==> src/rtl/gcn_buf_fifo_ctrl.sv <==
// Streaming FIFO control in front of a 1-cycle-latency floparray. Reads take priority
// on the shared array port; a one-entry hold stage absorbs late downstream backpressure.
module gcn_buf_fifo_ctrl #(
    parameter  int DEPTH = 32,
    parameter  int WIDTH = 256,
    localparam int AW    = $clog2(DEPTH)
) (
    input  logic             clock,
    input  logic             reset,
    input  logic             in_valid,
    output logic             in_ready,
    input  logic [WIDTH-1:0] in_data,
    output logic             out_valid,
    input  logic             out_ready,
    output logic [WIDTH-1:0] out_data,
    output logic [AW-1:0]    arr_raddr,
    output logic             arr_ren,
    input  logic [WIDTH-1:0] arr_rdata,
    output logic [AW-1:0]    arr_waddr,
    output logic             arr_wen,
    output logic [WIDTH-1:0] arr_wdata,
    output logic [AW:0]      count
);

    logic [AW-1:0]    wptr;
    logic [AW-1:0]    rptr;
    logic [AW:0]      mem_cnt;
    logic             inflight;
    logic             hold_v;
    logic [WIDTH-1:0] hold_q;
    logic             rd;
    logic             wr;
    logic             capture;

    assign out_valid = hold_v | inflight;
    assign out_data  = hold_v ? hold_q : arr_rdata;

    // A read issues whenever the output stage will have room for the returning word,
    // and it owns the array that cycle, so upstream is held off.
    assign rd       = (mem_cnt != '0) & (~out_valid | out_ready);
    assign in_ready = ~reset & (mem_cnt < (AW+1)'(DEPTH)) & ~rd;
    assign wr       = in_valid & in_ready;

    // Returning word that downstream refuses is parked so it cannot be lost.
    assign capture  = inflight & ~out_ready & ~hold_v;

    assign arr_ren   = rd;
    assign arr_raddr = rptr;
    assign arr_wen   = wr;
    assign arr_waddr = wptr;
    assign arr_wdata = in_data;

    assign count = mem_cnt + {{AW{1'b0}}, out_valid};

    // NOTE: sequential state uses non-blocking assignments so every register
    // samples the pre-edge values of its neighbours.
    always_ff @(posedge clock or posedge reset) begin
        if (reset) begin
            wptr     <= '0;
            rptr     <= '0;
            mem_cnt  <= '0;
            inflight <= 1'b0;
            hold_v   <= 1'b0;
        end else begin
            inflight <= rd;
            if (rd) begin
                rptr    <= rptr + AW'(1);
                mem_cnt <= mem_cnt - (AW+1)'(1);
            end else if (wr) begin
                wptr    <= wptr + AW'(1);
                mem_cnt <= mem_cnt + (AW+1)'(1);
            end
            if (capture) begin
                hold_v <= 1'b1;
            end else if (hold_v && out_ready) begin
                hold_v <= 1'b0;
            end
        end
    end

    // NOTE: hold_q is pure data qualified by hold_v, so it carries no reset.
    always_ff @(posedge clock) begin
        if (capture) begin
            hold_q <= arr_rdata;
        end
    end

endmodule
==> config.mk <==
export PLATFORM = sky130hd
export DESIGN_NAME = gcn_buf_fifo_ctrl
export DESIGN_NICKNAME = d
export VERILOG_FILES = /design/src/rtl/gcn_buf_fifo_ctrl.sv
export SDC_FILE = /design/constraint.sdc
export NUM_CORES = 1
export LEC_CHECK = 0
export CORE_AREA = 2 2 406 408
export CTS_BUF_LIST = sky130_fd_sc_hd__clkbuf_16
export DETAILED_ROUTE_END_ITERATION = 8
export DIE_AREA = 0 0 408 410
export GPL_TIMING_DRIVEN = 0
export PLACE_DENSITY = 0.3
export SYNTH_ARGS = -nofsm -noshare
export SYNTH_HDL_FRONTEND = slang
export SYNTH_SLANG_ARGS = --single-unit
==> constraint.sdc <==
create_clock -name clock -period 49.4 [get_ports clock]
set_clock_uncertainty 0.1 [all_clocks]
set_input_delay 14.82 -clock clock [delete_from_list [all_inputs] [get_ports clock]]
set_output_delay 14.82 -clock clock [all_outputs]
set_load 0.03 [all_outputs]
* Word level (Yosys, flattened, before mapping)
Cells that the tools add are included.
Cells by class: bitwise operators 13, multiplexer cells 5, magnitude comparators 1, reduce and logical (&&, ||, !) cells 5, add/sub/neg operators 5
Operators with widths (count):
- $mux W256 | 1
- $mux W6 | 2
- $add A5 B1 Y5 const B | 2
- $add A6 B1 Y6 | 1
- $add A6 B1 Y6 const B | 1
- $and A1 B1 Y1 | 6
- $lt A6 B6 Y1 const B | 1
- $reduce_bool A6 Y1 | 1
- $sub A6 B1 Y6 const B | 1
- $not A1 Y1 | 5
- $reduce_bool A2 Y1 | 2
- $mux W1 | 2
- $or A1 B1 Y1 | 2
- $reduce_and A2 Y1 | 1
- $logic_and A1 B1 Y1 | 1
Storage, ports and cells: register bits after elaboration 274, word-level logic and storage cells 35

* Depth between registers and ports, before layout
Gate-level depths: netlist of run 1.
word-level depth 9, depth in mapped cells 9

* Worst setup path before layout of run 1
OpenSTA, ideal clock, no wires.
kind input port to flip-flop, start point in out_ready, end point reg hold_q[0] (enable), setup time 1.244 ns, buffers on the path 0, slack 14.738 ns, stages on the path 1, arrival time 33.317 ns, cells stage by stage nor3b_1
On the way: cells in the longest elaborated chain, start to end 3
RTL lines:
- from (decl) | RTL line 14 | input logic out_ready,
- $not A1 Y1 | RTL line 45 | assign capture = inflight & ~out_ready & ~hold_v;
- $and A1 B1 Y1 (2 in a row) | RTL line 45
- to (signal assigned) | RTL line 84 | hold_q <= arr_rdata;
- to (decl) | RTL line 30 | logic [WIDTH-1:0] hold_q;
Every way passes these cells. A chain may end at the register's enable or synchronous reset.

* Worst setup path after layout of run 1
start point in reset, end point out arr_wen
On the way: cells in the longest elaborated chain, start to end 4
RTL lines:
- from (decl) | RTL line 9 | input logic reset,
- $not A1 Y1 | RTL line 41 | assign in_ready = ~reset & (mem_cnt < (AW+1)'(DEPTH)) & ~rd;
- $and A1 B1 Y1 (2 in a row) | RTL line 41
- $and A1 B1 Y1 | RTL line 42 | assign wr = in_valid & in_ready;
- to (decl) | RTL line 20 | output logic arr_wen,
Every way passes these cells.

==> results by group, run 1 <==
Run status
  – Status: finished, final reports clean

Routing
  – Final ANT Viol Nets: 0
  – Vias: 10,400
  – Detailed-route DRC error count: 0
  – Drt pass-1 iters: 4
  – Vias/cell: 2.62
  – Drt initial violations: 343
  – DR WL/cell: 15.2 µm
  – Drt total wl: 60,200 µm

Floorplanning
  – # rows: 149
  – Die Y: 410 µm
  – Die ar.: 0.167 mm²
  – Initial Util: 0.0836
  – Core area: 0.163 mm²
  – Die W: 408 µm
  – I/O pin cnt: 1,048

Clocking
  – Cts bufs inserted: 42
  – Root buf cell: clkbuf_16
  – CTS Sinks: 274
  – TritonCTS clock tree: done
  – Postcts setup bufs: 0
  – Longest Clk Path Bufs: 3
  – H-tree depth: 2
  – Clk_lat worst skew: 0.61 ns
  – CTS hold repair buffers: 0
  – Post_cts resized: 0
  – Worst-path clk slew: 0.05 ns

Synth
  – EDFF count, synth: 256
  – Top cell type's share of synthesized area: 0.563
  – Post-synth top area cell: edfxtp_1
  – Post-synth cell types: 36
  – Asr flop ratio synth: 0.0657
  – Sequential share of the synthesized area: 0.596
  – Top cells by area, synth: edfxtp_1 (56%), mux2_2 (21%), buf_4 (14%), dfrtp_1 (3.3%), ha_1 (0.73%)
  – Post-Synthesis Net Count: 1,409
  – Primary FF master, synth: edfxtp_1
  – Synthesized area per cell: 15.5 µm²
  – Post-synthesis cell area: 0.0137 mm²
  – Gate Count Post-Synth: 884
  – Post-synthesis sequential element count: 274
  – Synth warn: 0

Cells and area
  – Fillers: 18,100
  – Most common cell after layout, fill and taps aside: clkdlybuf4s50_1
  – Synth-to-layout area growth: 90.0%
  – Most frequent cells in the layout: clkdlybuf4s50_1 (791), mux2_2 (258), buf_4 (256), edfxtp_1 (256), clkbuf_16 (43)
  – Ratio of cells with drive above 1 in the final layout: 0.348
  – Register Area: 0.00814 mm²
  – Multi-input gate area: 0.00346 mm²
  – # nets final: 2,272

Critical path
  – Critical path class: input port to output pin
  – Critical path arrival: 17.19 ns
  – Startpoint Class: input port
  – Critical R2R Capture: hold_q[157]
  – Worst path required time: 34.48 ns
  – CP Capture Type: output pin
  – R2R setup slack: 44.56 ns
  – Worst R2R Path Depth: 16
  – Worst-path cell chain: clkdlybuf4s50_1 -> or4_2 -> o22ai_2 -> clkdlybuf4s50_1
  – Reg-to-Reg Start: hold_v
  – Most numerous cell on the critical path: clkdlybuf4s50_1
  – Crit-path max cell delay: 0.81 ns
  – CP delay by family, top: buffers and inverters
  – CP max-delay cell: clkdlybuf4s50_1
  – CP Buf/Inv Count: 2
  – CP max FO: 7

Pwr
  – VDD IR max: 0.0202 mV
  – Pleak: 9.06 nW
  – P per Cell Area: 35.0 mW/mm²

STA
  – TNS Setup: 0 ns
  – Final hold vios: 0
  – Final setup violation count: 0
  – Final hold slack: 0.374 ns
  – Slew Limit Headroom: 0.261
  – Worst-Margin Slew: 1.11 ns
  – Final min period: 32.11 ns
  – Fmax: 0.0311 GHz
  – Final WS setup: 17.29 ns
  – Pins over their slew limit: 0
  – Tcrit/Tclk final: 0.650
  – RSZ-0062 raised after global routing: no

Placement
  – Pre-CTS WS: 17.16 ns
  – Port bufs: 791
  – Gpl congestion: 0.789
  – Post-DP HPWL: 49,000 µm

Global routing
  – Initial antenna violation count: 8
  – Pin count of the biggest net entering global routing: 19
  – Tot GR Track Use: 0.0673
  – Vias in the first global route: 11,000
  – Total gr overflow: 0
  – Global-route wire length before repair: 82,100 µm

Min path
  – Hold endpoint: arr_raddr[4]
  – HP Class: register to register
  – Startpoint of the worst hold path: arr_raddr[4]
  – WHS Path Cells: 1

Run
  – Number of max-cap violations: 0
## Yosys cell counts (2+ instances only)
master,n
clkbuf_1,23
nand3_1,2
nand4_1,4
inv_1,2
xor2_1,5
nand2_1,3
edfxtp_1,256
dfrtp_1,18
mux2_2,258
xnor2_1,11
mux2_4,4
ha_1,8
a211oi_1,3
a21o_1,2
buf_2,5
a21oi_1,2
buf_6,2
o21bai_1,2
buf_1,2
buf_4,256
## cells by family after synthesis
group / count (synthesis) / share of synthesized area
AND/OR/NAND/NOR: 19 / 0.00907
XOR/XNOR: 16 / 0.0103
AO/OA/AOI/OAI: 14 / 0.00778
flip-flops: 274 / 0.596
multiplexers: 262 / 0.217
adder cells (fa/ha/maj): 9 / 0.00879
buffers and inverters: 290 / 0.152
## per-layer routing
layer | vias up | share of wire | global-route usage
li1 | 4735 | - | -
met1 | 4987 | 0.38 | 0.0727
met2 | 561 | 0.50 | 0.118
met3 | 83 | 0.094 | 0.0281
met4 | 10 | 0.026 | 0.0228
met5 | - | 0.0011 | 0
## layout make-up
class,instances,area share
Antenna cell,1,0.0000964
Buffer,288,0.0796
Clock buffer,43,0.0415
Clock inverter,30,0.00882
Inverter,2,0.000289
Multi-Input combinational cell,320,0.133
Sequential cell,274,0.313
Tap cell,2189,0.106
Timing Repair Buffer,819,0.317
## metrics by stage
stage | instance area [µm²] | total power, mW | utilization | cells
after CTS | 26000 | 0.937 | 0.159 | 3965
after global routing | 26000 | 0.955 | 0.159 | 3965
after global placement | 24300 | 0.638 | 0.149 | 3864
final | 26000 | 0.909 | 0.159 | 3966
after detailed placement | 24700 | 0.623 | 0.151 | 3892
after floorplan | 13700 | 0.483 | - | 884
## worst max path at each step
stage / startpoint / to / cells after the start
6_report: reset / arr_wen / 4
5_1_grt: reset / arr_wen / 4
4_1_cts: reset / arr_wen / 4
3_5_place_dp: reset / arr_wen / 4
3_3_place_gp: out_ready / hold_q[198] / 2
2_1_floorplan: out_ready / hold_q[0] / 1
## state kept, by name (all words and copies together) (netlist names)
register	count
hold_q	256
arr_waddr	5
hold_v	1
arr_raddr	5
inflight	1
mem_cnt	6
## power breakdown
| group | total [mW] | internal [mW] | switching [mW] | leakage (nW) |
|---|---|---|---|---|
| combinational | 0.321 | 0.148 | 0.172 | 5.79 |
| sequential | 0.292 | 0.279 | 0.0125 | 2.59 |
| clock | 0.296 | 0.173 | 0.124 | 0.676 |
| total | 0.909 | 0.600 | 0.309 | 9.06 |
Power figures use the tool's default switching activity.
==> run 2, diff against run 1 <==
- clock period: 49.4 -> 28.4 ns (I/O delays scaled with it)
==> results of run 2 <==
The final DEF is identical to that of run 1. Status: finished, final reports clean.
Among the figures that moved: setup slack after placement 17.16 ns -> 8.76 ns; setup slack after layout 17.29 ns -> 8.89 ns; register-to-register setup slack 44.56 ns -> 23.56 ns; total power 0.909 mW -> 1.58 mW; worst IR drop on VDD 0.0202 mV -> 0.0352 mV
==> run 3, diff against run 2 <==
- clock period: 28.4 -> 16.4 ns (I/O delays scaled with it)
==> run 3 against run 2 <==
Register-to-register slack worse by 12 ns. Die area is the same. Total power up 71%. Worst hold slack improved by 0.0048 ns. Clock power rose by 67%. Design area up 0.33%. First-iteration DRC count up 2.6%. Sequential share of layout area decreased by 0.10 points. Largest power group unchanged.
==> results by group, run 3 (same netlist as run 1, synthesis figures left out) <==
Clocking
  – CTS hold repair buffers: 0 (unchanged)
  – Clk_lat worst skew: 0.58 ns (was 0.61 ns)
  – H-tree depth: 2 (unchanged)
  – Postcts setup bufs: 0 (unchanged)
  – Worst-path clk slew: 0.05 ns (about the same)
  – CTS Sinks: 274 (unchanged)
  – Post_cts resized: 0 (unchanged)
  – Longest Clk Path Bufs: 3 (unchanged)
  – Root buf cell: clkbuf_16 (unchanged)
  – Cts bufs inserted: 41 (was 42)
  – TritonCTS clock tree: done (unchanged)

STA
  – Slew Limit Headroom: 0.306 (was 0.261)
  – Worst-Margin Slew: 1.04 ns (was 1.11 ns)
  – Final hold vios: 0 (unchanged)
  – Final setup violation count: 0 (unchanged)
  – RSZ-0062 raised after global routing: no (unchanged)
  – Tcrit/Tclk final: 0.742
  – Final min period: 12.17 ns
  – Final WS setup: 4.23 ns (was 8.89 ns)
  – Fmax: 0.0822 GHz
  – Pins over their slew limit: 0 (unchanged)

Cells and area
  – # nets final: 2,262 (was 2,272)
  – Multi-input gate area: 0.00347 mm² (was 0.00346 mm²)
  – Fillers: 18,100 (about the same)
  – Ratio of cells with drive above 1 in the final layout: 0.343 (was 0.348)
  – Top Registers: hold_q: 256 flops, mem_cnt: 6 flops (unchanged)
  – Most frequent cells in the layout: clkdlybuf4s50_1 (791), mux2_2 (258), buf_4 (256), edfxtp_1 (256), clkbuf_16 (43) (unchanged)
  – Synth-to-layout area growth: 90.6% (was 90.0%)
  – Biggest register: hold_q (unchanged)
  – Register Area: 0.00814 mm² (unchanged)
  – Most common cell after layout, fill and taps aside: clkdlybuf4s50_1 (unchanged)
  – Max FFs per register: 256 (unchanged)

Global routing
  – Global-route wire length before repair: 81,300 µm (was 82,100 µm)
  – Total gr overflow: 0 (unchanged)
  – Initial antenna violation count: 13 (was 8)
  – Vias in the first global route: 11,000 (about the same)
  – Tot GR Track Use: 0.0667 (was 0.0673)
  – Pin count of the biggest net entering global routing: 20 (was 19)

Critical path
  – CP max FO: 7 (unchanged)
  – CP Capture Type: output pin (unchanged)
  – Critical path arrival: 7.15 ns (was 10.89 ns)
  – Worst-path cell chain: clkdlybuf4s50_1 -> or4b_2 -> o22ai_2 -> clkdlybuf4s50_1 (was clkdlybuf4s50_1 -> or4_2 -> o22ai_2 -> clkdlybuf4s50_1)
  – Most numerous cell on the critical path: clkdlybuf4s50_1 (unchanged)
  – Critical path class: input port to output pin (unchanged)
  – Startpoint Class: input port (unchanged)
  – CP max-delay cell: clkdlybuf4s50_1 (unchanged)
  – Crit-path max cell delay: 0.79 ns (was 0.81 ns)
  – Worst path required time: 11.38 ns (was 19.78 ns)

Routing
  – Met1 Routed Length: 21,000 µm (was 22,800 µm)
  – WL met2: 31,000 µm (was 30,100 µm)
  – Vias/cell: 2.61 (was 2.62)
  – Top Metal Used: met5 (unchanged)
  – Drt initial violations: 352 (was 343)
  – Drt total wl: 59,700 µm (was 60,200 µm)
  – Final ANT Viol Nets: 0 (unchanged)
  – DR WL met3: 5820 µm (was 5630 µm)
  – Detailed-route DRC error count: 0 (unchanged)
  – DR WL/cell: 15.1 µm (was 15.2 µm)
  – Vias: 10,300 (was 10,400)
  – Drt pass-1 iters: 4 (unchanged)

Floorplanning
  – Die ar.: 0.167 mm² (unchanged)
  – Die Y: 410 µm (unchanged)
  – Die W: 408 µm (unchanged)
  – Initial Util: 0.0836 (unchanged)
  – I/O pin cnt: 1,048 (unchanged)
  – # rows: 149 (unchanged)
  – Core area: 0.163 mm² (unchanged)

Pwr
  – Tot Pwr: 2.70 mW (was 1.58 mW)
  – VDD IR max: 0.0584 mV (was 0.0352 mV)
  – P per Cell Area: 104 mW/mm² (was 60.9 mW/mm²)
  – Pleak: 9.06 nW (about the same)

Run
  – Number of max-cap violations: 0 (unchanged)

Placement
  – Port bufs: 791 (unchanged)
  – Post-DP HPWL: 48,600 µm (was 49,000 µm)
  – Pre-CTS WS: 4.19 ns (was 8.76 ns)
  – Gpl congestion: 0.751 (was 0.789)

Run status
  – Status: finished, final reports clean (unchanged)

Min path
  – HP Class: register to register (unchanged)
[run 3: changes by cell type in the layout (fill, tap and decap cells not counted), moves of 2 or more]
cell,delta
buf_16,+12
clkinv_2,-2
clkinv_1,+3
inv_4,+2
diode_2,+2
clkbuf_1,+2
buf_6,-26
buf_8,+5
clkbuf_2,-2
[run 3: path summary, 6_finish.rpt]
path,cells past startpoint,startpoint,slack [ns],to
setup / recovery,4,in_valid,4.23,arr_wen
hold / removal,1,arr_waddr[4],0.38,arr_waddr[4]
setup reg to reg,13,hold_v,11.88,hold_q[213]
hold reg to reg,1,arr_waddr[4],0.38,arr_waddr[4]
max in group asynchronous,2,reset,10.95,arr_waddr[1]
min in group asynchronous,2,reset,4.76,mem_cnt[2]
[run 3: where the power goes]
part           internal [mW]  total, mW  leakage (nW)  switching (mW)
clock network          0.503      0.862         0.661           0.360
registers              0.840      0.875          2.59          0.0347
logic                  0.454      0.966          5.81           0.512
total                   1.80       2.70          9.06           0.906
[run 3: layout make-up]
class	instances	share of cell area
antenna	3	0.000288
buffer	288	0.0792
clock buffer	43	0.0413
clock inverter	31	0.00745
inverter	2	0.000288
multi-input combinational	320	0.133
sequential	274	0.312
tap	2189	0.105
timing repair buffer	810	0.321
[run 3: layer usage]
layer / global-route usage / vias to the layer above
met5: 0 / -
met4: 0.0248 / 14
met3: 0.0296 / 90
met2: 0.120 / 552
met1: 0.0678 / 4955
li1: - / 4729
[run 3: critical path, delay by kind of cell]
family	cells	cell delay [ns]
AOI/OAI and AO/OA	1	0.35
buffers and inverters	2	1.26
and+or+nand+nor	1	0.61
[run 3: through the flow]
stage	utilization	hold slack, ns	instance area, µm²	cells	TNS [ns]
after detailed placement	0.151	0.373	24800	3883	0
after global placement	0.149	0.368	24300	3864	-1726.84
after floorplan	-	0.421	13700	884	0
after global routing	0.159	0.403	26000	3958	0
after CTS	0.159	0.388	26000	3957	0
final	0.159	0.379	26000	3960	0
